<file path="src/rtl/uart_pkg.sv">
// Purpose : shared types and constants for the UART receive/transmit buffering blocks.
// Latency : n/a (types only).
// Backpressure : n/a.
//
// Contents: UART_DATA_W (byte width on the UART-facing buses) and the
// receive-buffer handshake state encoding.
package uart_pkg;

  localparam int UART_DATA_W = 8;

  typedef enum logic [1:0] {
    IDLE = 2'd0,
    REQ  = 2'd1,
    GAP  = 2'd2
  } rx_buf_state_t;

endpackage

</file>
<file path="src/rtl/uart_sync_fifo.sv">
// Purpose : generic single-clock FIFO, register array with wrap-around pointers and a fill counter.
// Latency : write visible on rdData the cycle after wrEn; rdData is the head entry combinationally.
// Backpressure : none internally; caller must not write when level==DEPTH or read when level==0
//                (such requests are ignored).
//
// Ports:
//   ck, arst         clock, asynchronous active-high reset
//   clr              synchronous clear of pointers and level (wins over wrEn/rdEn)
//   wrEn, wrData     push one entry
//   rdEn, rdData     pop the head entry; rdData always shows the head (don't-care when empty)
//   level            number of stored entries, 0..DEPTH
module uart_sync_fifo #(
  parameter int WIDTH = 8,
  parameter int DEPTH = 8
) (
  input  logic                     ck,
  input  logic                     arst,
  input  logic                     clr,
  input  logic                     wrEn,
  input  logic [WIDTH-1:0]         wrData,
  input  logic                     rdEn,
  output logic [WIDTH-1:0]         rdData,
  output logic [$clog2(DEPTH):0]   level
);

  localparam int PW = $clog2(DEPTH);
  localparam int LW = PW + 1;
  localparam logic [LW-1:0] FULL_LVL = LW'(DEPTH);

  logic [WIDTH-1:0] mem_q [DEPTH];
  logic [PW-1:0]    wr_ptr_q, wr_ptr_d;
  logic [PW-1:0]    rd_ptr_q, rd_ptr_d;
  logic [LW-1:0]    level_q, level_d;
  logic             do_wr, do_rd;

  // Full/empty come from the counter; pointers alone cannot tell them apart.
  assign do_wr = wrEn && (level_q != FULL_LVL) && !clr;
  assign do_rd = rdEn && (level_q != '0) && !clr;

  always_comb begin
    wr_ptr_d = wr_ptr_q;
    rd_ptr_d = rd_ptr_q;
    level_d  = level_q;
    if (clr) begin
      wr_ptr_d = '0;
      rd_ptr_d = '0;
      level_d  = '0;
    end else begin
      // DEPTH is a power of two, so the pointers wrap on natural overflow.
      if (do_wr) wr_ptr_d = wr_ptr_q + PW'(1);
      if (do_rd) rd_ptr_d = rd_ptr_q + PW'(1);
      case ({do_wr, do_rd})
        2'b10:   level_d = level_q + LW'(1);
        2'b01:   level_d = level_q - LW'(1);
        default: level_d = level_q;
      endcase
    end
  end

  always_ff @(posedge ck or posedge arst) begin
    if (arst) begin
      wr_ptr_q <= '0;
      rd_ptr_q <= '0;
      level_q  <= '0;
    end else begin
      wr_ptr_q <= wr_ptr_d;
      rd_ptr_q <= rd_ptr_d;
      level_q  <= level_d;
    end
  end

  // Storage is not reset; contents are only observable through a non-zero level.
  always_ff @(posedge ck) begin
    if (do_wr) mem_q[wr_ptr_q] <= wrData;
  end

  assign rdData = mem_q[rd_ptr_q];
  assign level  = level_q;

endmodule

</file>
<file path="src/rtl/uart_rx_buffer.sv">
// Purpose : receive elastic buffer between the UART core and its consumer, FWFT valid/ready output.
// Latency : rxDataReady in cycle N -> rxDataReq in N+1 -> outValid/outData in N+2 (empty FIFO).
// Backpressure : outReady low holds data; at level==DEPTH no pull is issued, rxDataStall at level>=STALL_LEVEL.
//
// Ports:
//   ck, arst                  clock, asynchronous active-high reset
//   flush                     synchronous clear of FIFO and handshake FSM
//   rxData, rxDataReady       byte offered by the UART
//   rxDataReq                 one-cycle pull/ack pulse back to the UART
//   rxDataStall               early flow-control warning to the UART
//   outData, outValid, outReady   consumer port (outData is 0 when empty)
//   level                     stored byte count
module uart_rx_buffer
  import uart_pkg::*;
#(
  parameter int DEPTH       = 8,
  parameter int STALL_LEVEL = DEPTH - 2
) (
  input  logic                     ck,
  input  logic                     arst,
  input  logic                     flush,
  input  logic [UART_DATA_W-1:0]   rxData,
  input  logic                     rxDataReady,
  output logic                     rxDataReq,
  output logic                     rxDataStall,
  output logic [UART_DATA_W-1:0]   outData,
  output logic                     outValid,
  input  logic                     outReady,
  output logic [$clog2(DEPTH):0]   level
);

  localparam int LW = $clog2(DEPTH) + 1;
  localparam logic [LW-1:0] FULL_LVL  = LW'(DEPTH);
  localparam logic [LW-1:0] STALL_LVL = LW'(STALL_LEVEL);

  rx_buf_state_t          state_q, state_d;
  logic                   req_q, req_d;
  logic [LW-1:0]          fifo_level;
  logic [UART_DATA_W-1:0] fifo_rd_data;
  logic                   fifo_wr, fifo_rd;

  // Handshake FSM. The full check uses the current level: the write lands one
  // cycle later and reads in between can only lower the level, so it never overflows.
  always_comb begin
    state_d = state_q;
    req_d   = 1'b0;
    case (state_q)
      IDLE: begin
        if (rxDataReady && (fifo_level != FULL_LVL)) begin
          state_d = REQ;
          req_d   = 1'b1;
        end
      end
      REQ:     state_d = GAP;  // GAP gives the UART a cycle to drop rxDataReady
      GAP:     state_d = IDLE;
      default: state_d = IDLE;
    endcase
    if (flush) begin
      state_d = IDLE;
      req_d   = 1'b0;
    end
  end

  always_ff @(posedge ck or posedge arst) begin
    if (arst) begin
      state_q <= IDLE;
      req_q   <= 1'b0;
    end else begin
      state_q <= state_d;
      req_q   <= req_d;
    end
  end

  // A flush during REQ still lets the pulse out (the UART has already let go
  // of the byte), but the byte itself is dropped.
  assign fifo_wr = (state_q == REQ) && !flush;
  assign fifo_rd = outValid && outReady;

  uart_sync_fifo #(
    .WIDTH (UART_DATA_W),
    .DEPTH (DEPTH)
  ) u_fifo (
    .ck     (ck),
    .arst   (arst),
    .clr    (flush),
    .wrEn   (fifo_wr),
    .wrData (rxData),
    .rdEn   (fifo_rd),
    .rdData (fifo_rd_data),
    .level  (fifo_level)
  );

  assign rxDataReq   = req_q;
  assign level       = fifo_level;
  assign outValid    = (fifo_level != '0);
  // Memory is unreset, so hide its contents while empty.
  assign outData     = outValid ? fifo_rd_data : '0;
  assign rxDataStall = (fifo_level >= STALL_LVL);

endmodule

</file>
<file path="config.mk">
export PLATFORM = sky130hd
export DESIGN_NAME = uart_rx_buffer
export DESIGN_NICKNAME = d
export VERILOG_FILES = /design/src/rtl/uart_pkg.sv /design/src/rtl/uart_sync_fifo.sv /design/src/rtl/uart_rx_buffer.sv
export SDC_FILE = /design/constraint.sdc
export NUM_CORES = 1
export LEC_CHECK = 0
export BUFFER_PORTS_ARGS = -buffer_cell sky130_fd_sc_hd__buf_2
export CORE_UTILIZATION = 30
export DETAILED_ROUTE_END_ITERATION = 8
export PLACE_DENSITY = 0.42
export SYNTH_ARGS = -nofsm -noshare
export SYNTH_HDL_FRONTEND = slang
export SYNTH_SLANG_ARGS = --single-unit
</file>
<file path="constraint.sdc">
create_clock -name ck -period 5.8 [get_ports ck]
set_input_delay 0.29 -clock ck [delete_from_list [all_inputs] [get_ports ck]]
set_output_delay 0.29 -clock ck [all_outputs]
set_load 0.02 [all_outputs]
</file>
==> results.py, run 1 <==
metrics = {
    "outcome": {
        "status": "completed",
    },
    "yosys": {
        "yosysWarningCount": 0,
        "synthArstFlopShare_pct": 16.9,
        "ys_seq_area_share_pct": 67.5,
        "synth.most_common_cell": "edfxtp_1",
        "synth_top_area_cell": "edfxtp_1",
        "yosys-top-cells-area": "edfxtp_1 58%, mux4_2 11%, dfrtp_1 9.8%",
        "syn_avg_cell_area_um2": 16.6,
        "synth_area_mm2": 0.00333,
        "ys.flop_type": "edfxtp_1",
        "synth_edf_count": 64,
        "postSynthCellCount": 201,
        "ys_ff_latch": 77,
        "yosys.cell_types.count": 40,
        "synth.net_count": 218,
        "yosys.area.top_type_share_pct": 57.7,
        "yosys-top-cells-count": "64 x edfxtp_1, 19 x nor2_1, 16 x mux4_2, 13 x dfrtp_1, 10 x nand2_1",
    },
    "layout": {
        "layout.nets": 249,
        "finish.utilization_pct": 35.2,
        "antennaDiodeCount": 0,
        "drive_gt1_share_pct": 30.4,
        "synthToLayoutAreaGrowth_pct": 14.6,
        "nFillCells": 1092,
        "design_area_mm2": 0.00381,
    },
    "timing": {
        "setup_viol_count_final": 0,
        "hold_viol_final": 0,
        "rsz0062_at_grt": "no",
        "tightest_slew_ps": 961,
        "fin_setup_tns_ps": 0,
        "fmax_mhz": 336,
        "finalCriticalPeriod_ps": 2970,
        "slew_headroom_pct": 35.7,
        "fin_skew_ps": 11.6,
        "finalMaxSlewViolations": 0,
        "period_share_pct": 51.2,
    },
    "die": {
        "die_h_um": 107,
        "io_pins": 28,
        "start_util_pct": 30.7,
        "core_mm2": 0.0108,
        "dieWidth_um": 107,
        "dieArea_mm2": 0.0115,
        "rows": 38,
    },
    "placement": {
        "dpl_cell_area_mm2": 0.00360,
        "port_buffers": 27,
        "gp_congestion": 0.700,
        "hpwl_mm": 4.33,
    },
    "clocking": {
        "post_cts_buffers": 0,
        "cts_buffers": 9,
        "cts_resized": 0,
        "clockBufferDepth": 2,
        "clk_latency_ps": 340,
        "cts.clk_slew.worst_paths_ps": 80,
        "htreeDepth": 3,
        "ctsHoldBuffers": 1,
        "numClockSinks": 77,
        "cts_tree": "built",
        "root_buffer": "clkbuf_8",
    },
    "power": {
        "leakagePower_nw": 1.33,
        "irDropWorstVdd_mv": 0.172,
        "p_per_area_mw_per_mm2": 400,
    },
    "detailed_routing": {
        "drc": 0,
        "wl_per_cell_um": 18.2,
        "drt_iter0_drc": 57,
        "vias_per_cell": 4.68,
        "first_pass_iters": 4,
        "ant_nets": 0,
        "vias": 1764,
        "wl_mm": 6.86,
    },
    "grt": {
        "grt_pass1_vias": 1888,
        "use_met1_pct": 18.4,
        "grt.overflow.total": 0,
        "grtUsageTotal_pct": 13.4,
        "grt_first_pass_wirelength_mm": 10.9,
        "grtUsageMet3_pct": 2.60,
        "grt_max_degree": 19,
        "antenna_found_initial": 0,
        "use_met2_pct": 20.8,
        "gr-max-usage-layer": "met2",
    },
    "worst_setup_path": {
        "worstPathRequired_ps": 5770,
        "cp_max_fo": 11,
        "worstPathArrival_ps": 2940,
        "cp-start-kind": "register",
        "end_kind": "register",
        "path_class": "reg -> reg",
    },
    "min_path": {
        "hp-class": "in -> reg",
    },
    "job": {
        "max_cap_violations": 0,
    },
}
[worst max-delay path, stage by stage (launching register included)]
cell,delay [ps]
dfrtp_1,390
or3b_1,470
a21oi_1,660
nand2b_1,270
nor2_1,800
[report_power, final]
part | total [mW] | leakage [nW] | switching, mW | internal, mW
sequential | 0.663 | 0.754 | 0.0433 | 0.620
combinational | 0.456 | 0.488 | 0.272 | 0.184
clock | 0.407 | 0.0931 | 0.205 | 0.202
total | 1.53 | 1.33 | 0.521 | 1.01
[area by class of cell]
cell class	count	area [µm²]	area share (%)
timing repair buffer	31	168	4.40
clock buffer	10	128	3.35
sequential	77	2250	58.9
multi-input combinational	108	1010	26.4
inverter	5	18.8	0.492
tap	140	175	4.59
clock inverter	6	71.3	1.87
[final timing paths]
| check | startpoint | endpoint | slack, ps | cells after the start |
|---|---|---|---|---|
| worst min register to register | u_fifo.wr_ptr_q[0] | u_fifo.wr_ptr_q[0] | 550 | 2 |
| worst max-delay path | state_q[1] | u_fifo.mem_q[2][6] | 2830 | 4 |
| max in group asynchronous | arst | u_fifo.rd_ptr_q[0] | 4920 | 3 |
| worst max register to register | state_q[1] | u_fifo.mem_q[2][6] | 2830 | 4 |
| min in group asynchronous | arst | u_fifo.level[1] | 520 | 3 |
| worst min-delay path | rxData[6] | u_fifo.mem_q[2][6] | 210 | 1 |
[registers in the layout (all words and copies together) (netlist names)]
signal and count:
rxDataReq 1, state_q 2, u_fifo.level 4, u_fifo.mem_q 64
u_fifo.rd_ptr_q 3, u_fifo.wr_ptr_q 3
[metrics by stage]
stage | cells | total power [mW] | hold slack, ps | setup slack [ps]
floorplan | 201 | 1.00 | 167 | 3200
global placement | 360 | 1.15 | 364 | 2490
detailed placement | 360 | 1.14 | 366 | 2420
CTS | 377 | 1.55 | 204 | 2500
global route | 377 | 1.62 | 216 | 2530
finish | 377 | 1.53 | 213 | 2830
[routing by layer]
layer	up-vias	routed length (µm)
met3	6	180
met1	894	3420
met4	0	93
li1	836	-
met2	28	3170
met5	-	0
[logic make-up (layout without fill, tap and decap cells)]
family,after synthesis,in the layout,share of synthesized area (%)
buffers and inverters,16,52,2.41
XOR/XNOR,6,6,2.03
adder cells (fa/ha/maj),4,4,1.50
AND/OR/NAND/NOR,50,50,8.01
flip-flops,77,77,67.5
multiplexers,24,24,13.2
AO/OA/AOI/OAI,24,24,5.30
[cell usage in the layout (no fill, tap or decap), types with 5 or more instances in the layout]
master    Yosys  final
a21oi_1       5      5
clkbuf_8      0      9
buf_2         4     27
nand2b_1      5      5
mux2i_1       8      8
mux4_2       16     16
nor2_1       19     19
nand2_1      10     10
dfrtp_1      13     13
edfxtp_1     64     64
No activity file was read; power rests on OpenSTA's default activity.
==> run 2: changes to the inputs <==
==> constraint.sdc (replaced) <==
create_clock -name ck -period 3.03 [get_ports ck]
set_input_delay 0.1515 -clock ck [delete_from_list [all_inputs] [get_ports ck]]
set_output_delay 0.1515 -clock ck [all_outputs]
set_load 0.02 [all_outputs]
==> run 2 against run 1 <==
  * Worst setup slack worse by 2500 ps
  * Cell count up 4.5%
  * Die area unchanged
  * Clock skew down 1.8 ps
  * Register-to-register slack got worse by 2500 ps
  * Critical path type unchanged
  * Routed wire length up 1.8%
  * Count of clock-buffer cells in the layout down 1
  * Non-clock buffer count is 17 higher
  * Power increased by 100%
  * Fmax up 12%
==> results.py, run 2 (synthesized netlist as in run 1, its figures left out) <==
metrics = {
    "outcome": {
        "status": "completed",
    },
    "clocking": {
        "clockBufferDepth": 2,
        "cts.clk_slew.worst_paths_ps": 80,
        "root_buffer": "clkbuf_8",
        "htreeDepth": 3,
        "cts_buffers": 9,
        "post_cts_buffers": 0,
        "cts_tree": "built",
        "numClockSinks": 77,
        "clk_latency_ps": 350,
    },
    "worst_setup_path": {
        "critPathMaxStageDelay_ps": 470,
        "crit_family": "compound AO/OA/AOI/OAI gates",
        "crit_chain": "or3_4 -> a211oi_4 -> ha_1 -> and3b_1 -> a2111oi_0 -> o21ai_0 -> a311o_2 -> o211ai_2",
        "path_class": "reg -> reg",
        "path_buf_inv": 0,
        "end_kind": "register",
        "worstPathArrival_ps": 2940,
        "cp-start-kind": "register",
        "slowest_stage": "dfrtp_1",
        "worstPathRequired_ps": 3310,
        "cp_max_fo": 7,
    },
    "power": {
        "p_clk_share_pct": 29.6,
        "power.net_switching_mw": 0.992,
        "sequentialPowerShare_pct": 39.2,
        "intPower_mw": 2.11,
        "p_per_area_mw_per_mm2": 779,
        "leakagePower_nw": 1.44,
        "irDropWorstVdd_mv": 0.299,
        "switching_share_pct": 32.0,
        "p_comb_share_pct": 31.2,
    },
    "detailed_routing": {
        "first_pass_iters": 4,
        "drc": 0,
        "vias": 1840,
        "vias_per_cell": 4.67,
        "wl_per_cell_um": 17.7,
        "ant_nets": 0,
        "wl_mm": 6.99,
        "drt_iter0_drc": 75,
    },
    "timing": {
        "rsz0062_at_grt": "no",
        "fin_skew_ps": 9.79,
        "finalCriticalPeriod_ps": 2660,
        "hold_viol_final": 0,
        "fin_setup_tns_ps": 0,
        "fmax_mhz": 376,
        "slew_headroom_pct": 54.6,
        "tightest_slew_ps": 682,
        "finalMaxSlewViolations": 0,
        "period_share_pct": 87.8,
        "setup_viol_count_final": 0,
    },
    "placement": {
        "gp_congestion": 0.789,
        "port_buffers": 27,
        "hpwl_mm": 4.49,
        "place_inst": 377,
    },
    "layout": {
        "finish.utilization_pct": 36.7,
        "layout.nets": 266,
        "stdcell_count": 394,
        "largest_reg_flops": 64,
        "regMostFlops": "u_fifo.mem_q",
        "mostFrequentLayoutCell": "edfxtp_1",
        "synthToLayoutAreaGrowth_pct": 19.4,
        "antennaDiodeCount": 0,
        "mostFrequentLayoutCells": "64 x edfxtp_1, 27 x buf_2, 20 x buf_4, 19 x nor2_1, 16 x mux4_2",
        "drive_gt1_share_pct": 34.3,
    },
    "die": {
        "rows": 38,
        "dieArea_mm2": 0.0115,
        "io_pins": 28,
        "die_h_um": 107,
        "start_util_pct": 30.7,
        "dieWidth_um": 107,
        "core_mm2": 0.0108,
    },
    "grt": {
        "grt_first_pass_wirelength_mm": 10.9,
        "grt_max_degree": 19,
        "grt_pass1_vias": 1904,
        "grtUsageTotal_pct": 13.4,
        "grt.overflow.total": 0,
        "antenna_found_initial": 0,
    },
    "min_path": {
        "hp-class": "in -> reg",
    },
    "job": {
        "max_cap_violations": 0,
    },
}
[run 2: worst paths after layout]
path,end,cells after the start,start,slack [ps]
setup / recovery,u_fifo.level[3],8,u_fifo.level[2],370
setup reg to reg,u_fifo.level[3],8,u_fifo.level[2],370
max in group asynchronous,u_fifo.rd_ptr_q[0],3,arst,2270
hold / removal,u_fifo.mem_q[2][7],1,rxData[7],70
min in group asynchronous,u_fifo.level[0],3,arst,380
hold reg to reg,u_fifo.wr_ptr_q[0],2,u_fifo.wr_ptr_q[0],530
[run 2: repair_timing]
item,in CTS,in global routing
hold endpoints to repair,13,0
hold buffers,1,0
setup endpoints to repair,0,0
gates resized for setup,0,0
[run 2: worst register-to-register path: stages (launching register included)]
cell and delay (ps):
dfrtp_1 470, or3_4 460, a211oi_4 320, ha_1 350
and3b_1 190, a2111oi_0 270, o21ai_0 130, a311o_2 330
o211ai_2 60
[run 2: power groups by stage]
stage / Clock (mW) / Sequential [mW] / Combinational (mW)
2_1_floorplan: 0 / 1.26 / 0.660
3_3_place_gp: 0 / 1.24 / 0.987
3_5_place_dp: 0 / 1.24 / 0.983
4_1_cts: 0.942 / 1.21 / 0.985
5_1_grt: 0.977 / 1.22 / 1.05
6_report: 0.917 / 1.21 / 0.967
[run 2: stage by stage]
step	setup WS, ps	power, mW	hold WS, ps	cell area, µm²
2_1_floorplan	433	1.92	28.5	3330
3_3_place_gp	395	2.22	244	3730
3_5_place_dp	372	2.22	235	3730
4_1_cts	357	3.14	62.0	3980
5_1_grt	164	3.25	79.5	3980
6_report	368	3.10	75.0	3980
[run 2: layout make-up]
class,instances,area [µm²]
Timing Repair Buffer,48,295
Fill cell,1062,6870
Sequential cell,77,2250
Tap cell,140,175
Multi-Input combinational cell,108,1000
Clock buffer,9,124
Inverter,5,18.8
Clock inverter,7,114
[run 2: metal layers]
layer	track usage, %	vias up	wire, µm
li1	-	870	-
met1	17.4	922	3370
met2	21.6	43	3300
met3	3.63	5	258
met4	4.70	0	59
met5	0	-	0
==> run 3: changes to the inputs <==
--- a/config.mk
+++ b/config.mk
@@ -6,9 +6,9 @@
 export NUM_CORES = 1
 export LEC_CHECK = 0
 export BUFFER_PORTS_ARGS = -buffer_cell sky130_fd_sc_hd__buf_2
-export CORE_UTILIZATION = 30
+export CORE_UTILIZATION = 59
 export DETAILED_ROUTE_END_ITERATION = 8
-export PLACE_DENSITY = 0.42
+export PLACE_DENSITY = 0.79
 export SYNTH_ARGS = -nofsm -noshare
 export SYNTH_HDL_FRONTEND = slang
 export SYNTH_SLANG_ARGS = --single-unit
==> run 3 against run 2 <==
  * Fmax decreased by 0.19%
  * Non-clock buffer count decreased by 5
  * Largest power group unchanged
  * Count of clock-buffer cells in the layout unchanged
  * Register-to-register slack about the same
  * Largest cell class unchanged
  * Critical path type unchanged
==> results.py, run 3 (synthesized netlist as in run 1, its figures left out) <==
metrics = {
    "clocking": {
        "post_cts_buffers": 0,
        "cts_tree": "built",
        "cts_resized": 0,
        "clk_latency_ps": 350,
        "numClockSinks": 77,
        "htreeDepth": 3,
        "root_buffer": "clkbuf_8",
        "clockBufferDepth": 2,
        "cts_buffers": 9,
        "cts.clk_slew.worst_paths_ps": 90,
        "ctsHoldBuffers": 1,
    },
    "placement": {
        "pre_cts_ws_ps": 414,
        "place_inst": 302,
        "port_buffers": 27,
        "hpwl_mm": 3.94,
        "gp_congestion": 0.855,
    },
    "layout": {
        "antennaDiodeCount": 0,
        "mostFrequentLayoutCell": "edfxtp_1",
        "regMostFlops": "u_fifo.mem_q",
        "drive_gt1_share_pct": 33.3,
        "nFillCells": 343,
        "largest_reg_flops": 64,
        "mostFrequentLayoutCells": "64 x edfxtp_1, 27 x buf_2, 19 x nor2_1, 16 x mux4_2, 15 x buf_4",
        "stdcell_count": 319,
        "synthToLayoutAreaGrowth_pct": 15.0,
        "layout.nets": 261,
    },
    "detailed_routing": {
        "wl_per_cell_um": 18.7,
        "wl_mm": 5.97,
        "first_pass_iters": 4,
        "vias": 1891,
        "drc": 0,
        "drt_iter0_drc": 122,
        "vias_per_cell": 5.93,
        "ant_nets": 0,
    },
    "worst_setup_path": {
        "slowest_stage": "dfrtp_1",
        "r2r_cells": 8,
        "r2r-start": "u_fifo.level[2]",
        "worstPathRequired_ps": 3310,
        "end_kind": "register",
        "rrSetupSlack_ps": 360,
        "worstReg2RegEnd": "u_fifo.level[3]",
        "critPathMaxStageDelay_ps": 480,
        "worstPathArrival_ps": 2950,
        "crit_chain": "or3_4 -> a211oi_4 -> ha_1 -> and3b_1 -> a2111oi_0 -> o21ai_0 -> a311o_2 -> o211ai_2",
        "cp-start-kind": "register",
        "cp_max_fo": 7,
        "path_class": "reg -> reg",
    },
    "timing": {
        "period_share_pct": 88.0,
        "rsz0062_at_grt": "no",
        "tightest_slew_ps": 768,
        "slew_headroom_pct": 48.8,
        "setup_viol_count_final": 0,
        "finalCriticalPeriod_ps": 2670,
        "setup_slack_ps": 363,
        "fmax_mhz": 375,
        "finalMaxSlewViolations": 0,
        "hold_viol_final": 0,
        "fin_skew_ps": 14.9,
        "fin_setup_tns_ps": 0,
    },
    "power": {
        "p_per_area_mw_per_mm2": 776,
        "irDropWorstVdd_mv": 0.797,
        "leakagePower_nw": 1.41,
    },
    "die": {
        "core_mm2": 0.00527,
        "io_pins": 28,
        "rows": 26,
        "dieWidth_um": 77.1,
        "start_util_pct": 63.2,
        "die_h_um": 77.1,
        "dieArea_mm2": 0.00595,
    },
    "job": {
        "max_cap_violations": 0,
    },
    "outcome": {
        "status": "completed",
    },
    "grt": {
        "grtUsageTotal_pct": 22.1,
        "grt_max_degree": 19,
        "grt_first_pass_wirelength_mm": 9.29,
        "grt_pass1_vias": 1795,
        "grt.overflow.total": 0,
        "antenna_found_initial": 0,
    },
    "min_path": {
        "worstHoldPathCells": 1,
        "holdCritStartpoint": "rxData[7]",
        "hold_end": "u_fifo.mem_q[7][7]",
        "hp-class": "in -> reg",
    },
}
[run 3: changes by cell type in the layout (fill, tap and decap cells not counted), sizes merged]
cell	delta
buf	-5
bufinv	-1
clkinv	+1
[run 3: through the flow]
step / utilization, % / area [µm²] / hold WS, ps / total power [mW]
3_5_place_dp: 68.4 / 3600 / 219 / 2.17
5_1_grt: 72.6 / 3830 / 67.1 / 3.10
6_report: 72.6 / 3830 / 65.4 / 2.97
2_1_floorplan: - / 3330 / 28.5 / 1.92
3_3_place_gp: 68.4 / 3600 / 201 / 2.16
4_1_cts: 72.6 / 3830 / 56.3 / 2.99
[run 3: how the worst max path moves through the flow]
| stage | to | from |
|---|---|---|
| 2_1_floorplan | u_fifo.level[3] | u_fifo.level[0] |
| 3_3_place_gp | u_fifo.level[3] | u_fifo.level[2] |
| 3_5_place_dp | u_fifo.level[3] | u_fifo.level[2] |
| 4_1_cts | u_fifo.level[3] | u_fifo.level[2] |
| 5_1_grt | u_fifo.level[3] | u_fifo.level[2] |
| 6_report | u_fifo.level[3] | u_fifo.level[2] |
[run 3: cell type report]
class	instances	area (µm²)	share of cell area, %
sequential	77	2250	58.7
inverter	5	18.8	0.491
clock inverter	7	90.1	2.35
tap	70	87.6	2.29
multi-input combinational	108	1000	26.2
timing repair buffer	43	258	6.74
clock buffer	9	124	3.24
[run 3: critical path: cells and delay by family (launching register included)]
family	cells	cell delay (ps)
compound gates	5	1120
flops	1	480
fa+ha+maj	1	350
simple gates	2	650
[run 3: power breakdown]
group / switching, mW / internal, mW / leakage (nW)
logic: 0.528 / 0.371 / 0.548
clock network: 0.369 / 0.459 / 0.107
registers: 0.0554 / 1.19 / 0.754
total: 0.952 / 2.02 / 1.41
[run 3: metal layers]
metal | share of wire, % | global-route usage, % | up-vias | wire length (µm)
li1 | - | - | 864 | -
met5 | 0 | 0 | - | 0
met2 | 50 | 35.4 | 59 | 2970
met1 | 43 | 29.1 | 959 | 2590
met3 | 5.4 | 5.95 | 9 | 323
met4 | 1.6 | 8.49 | 0 | 93
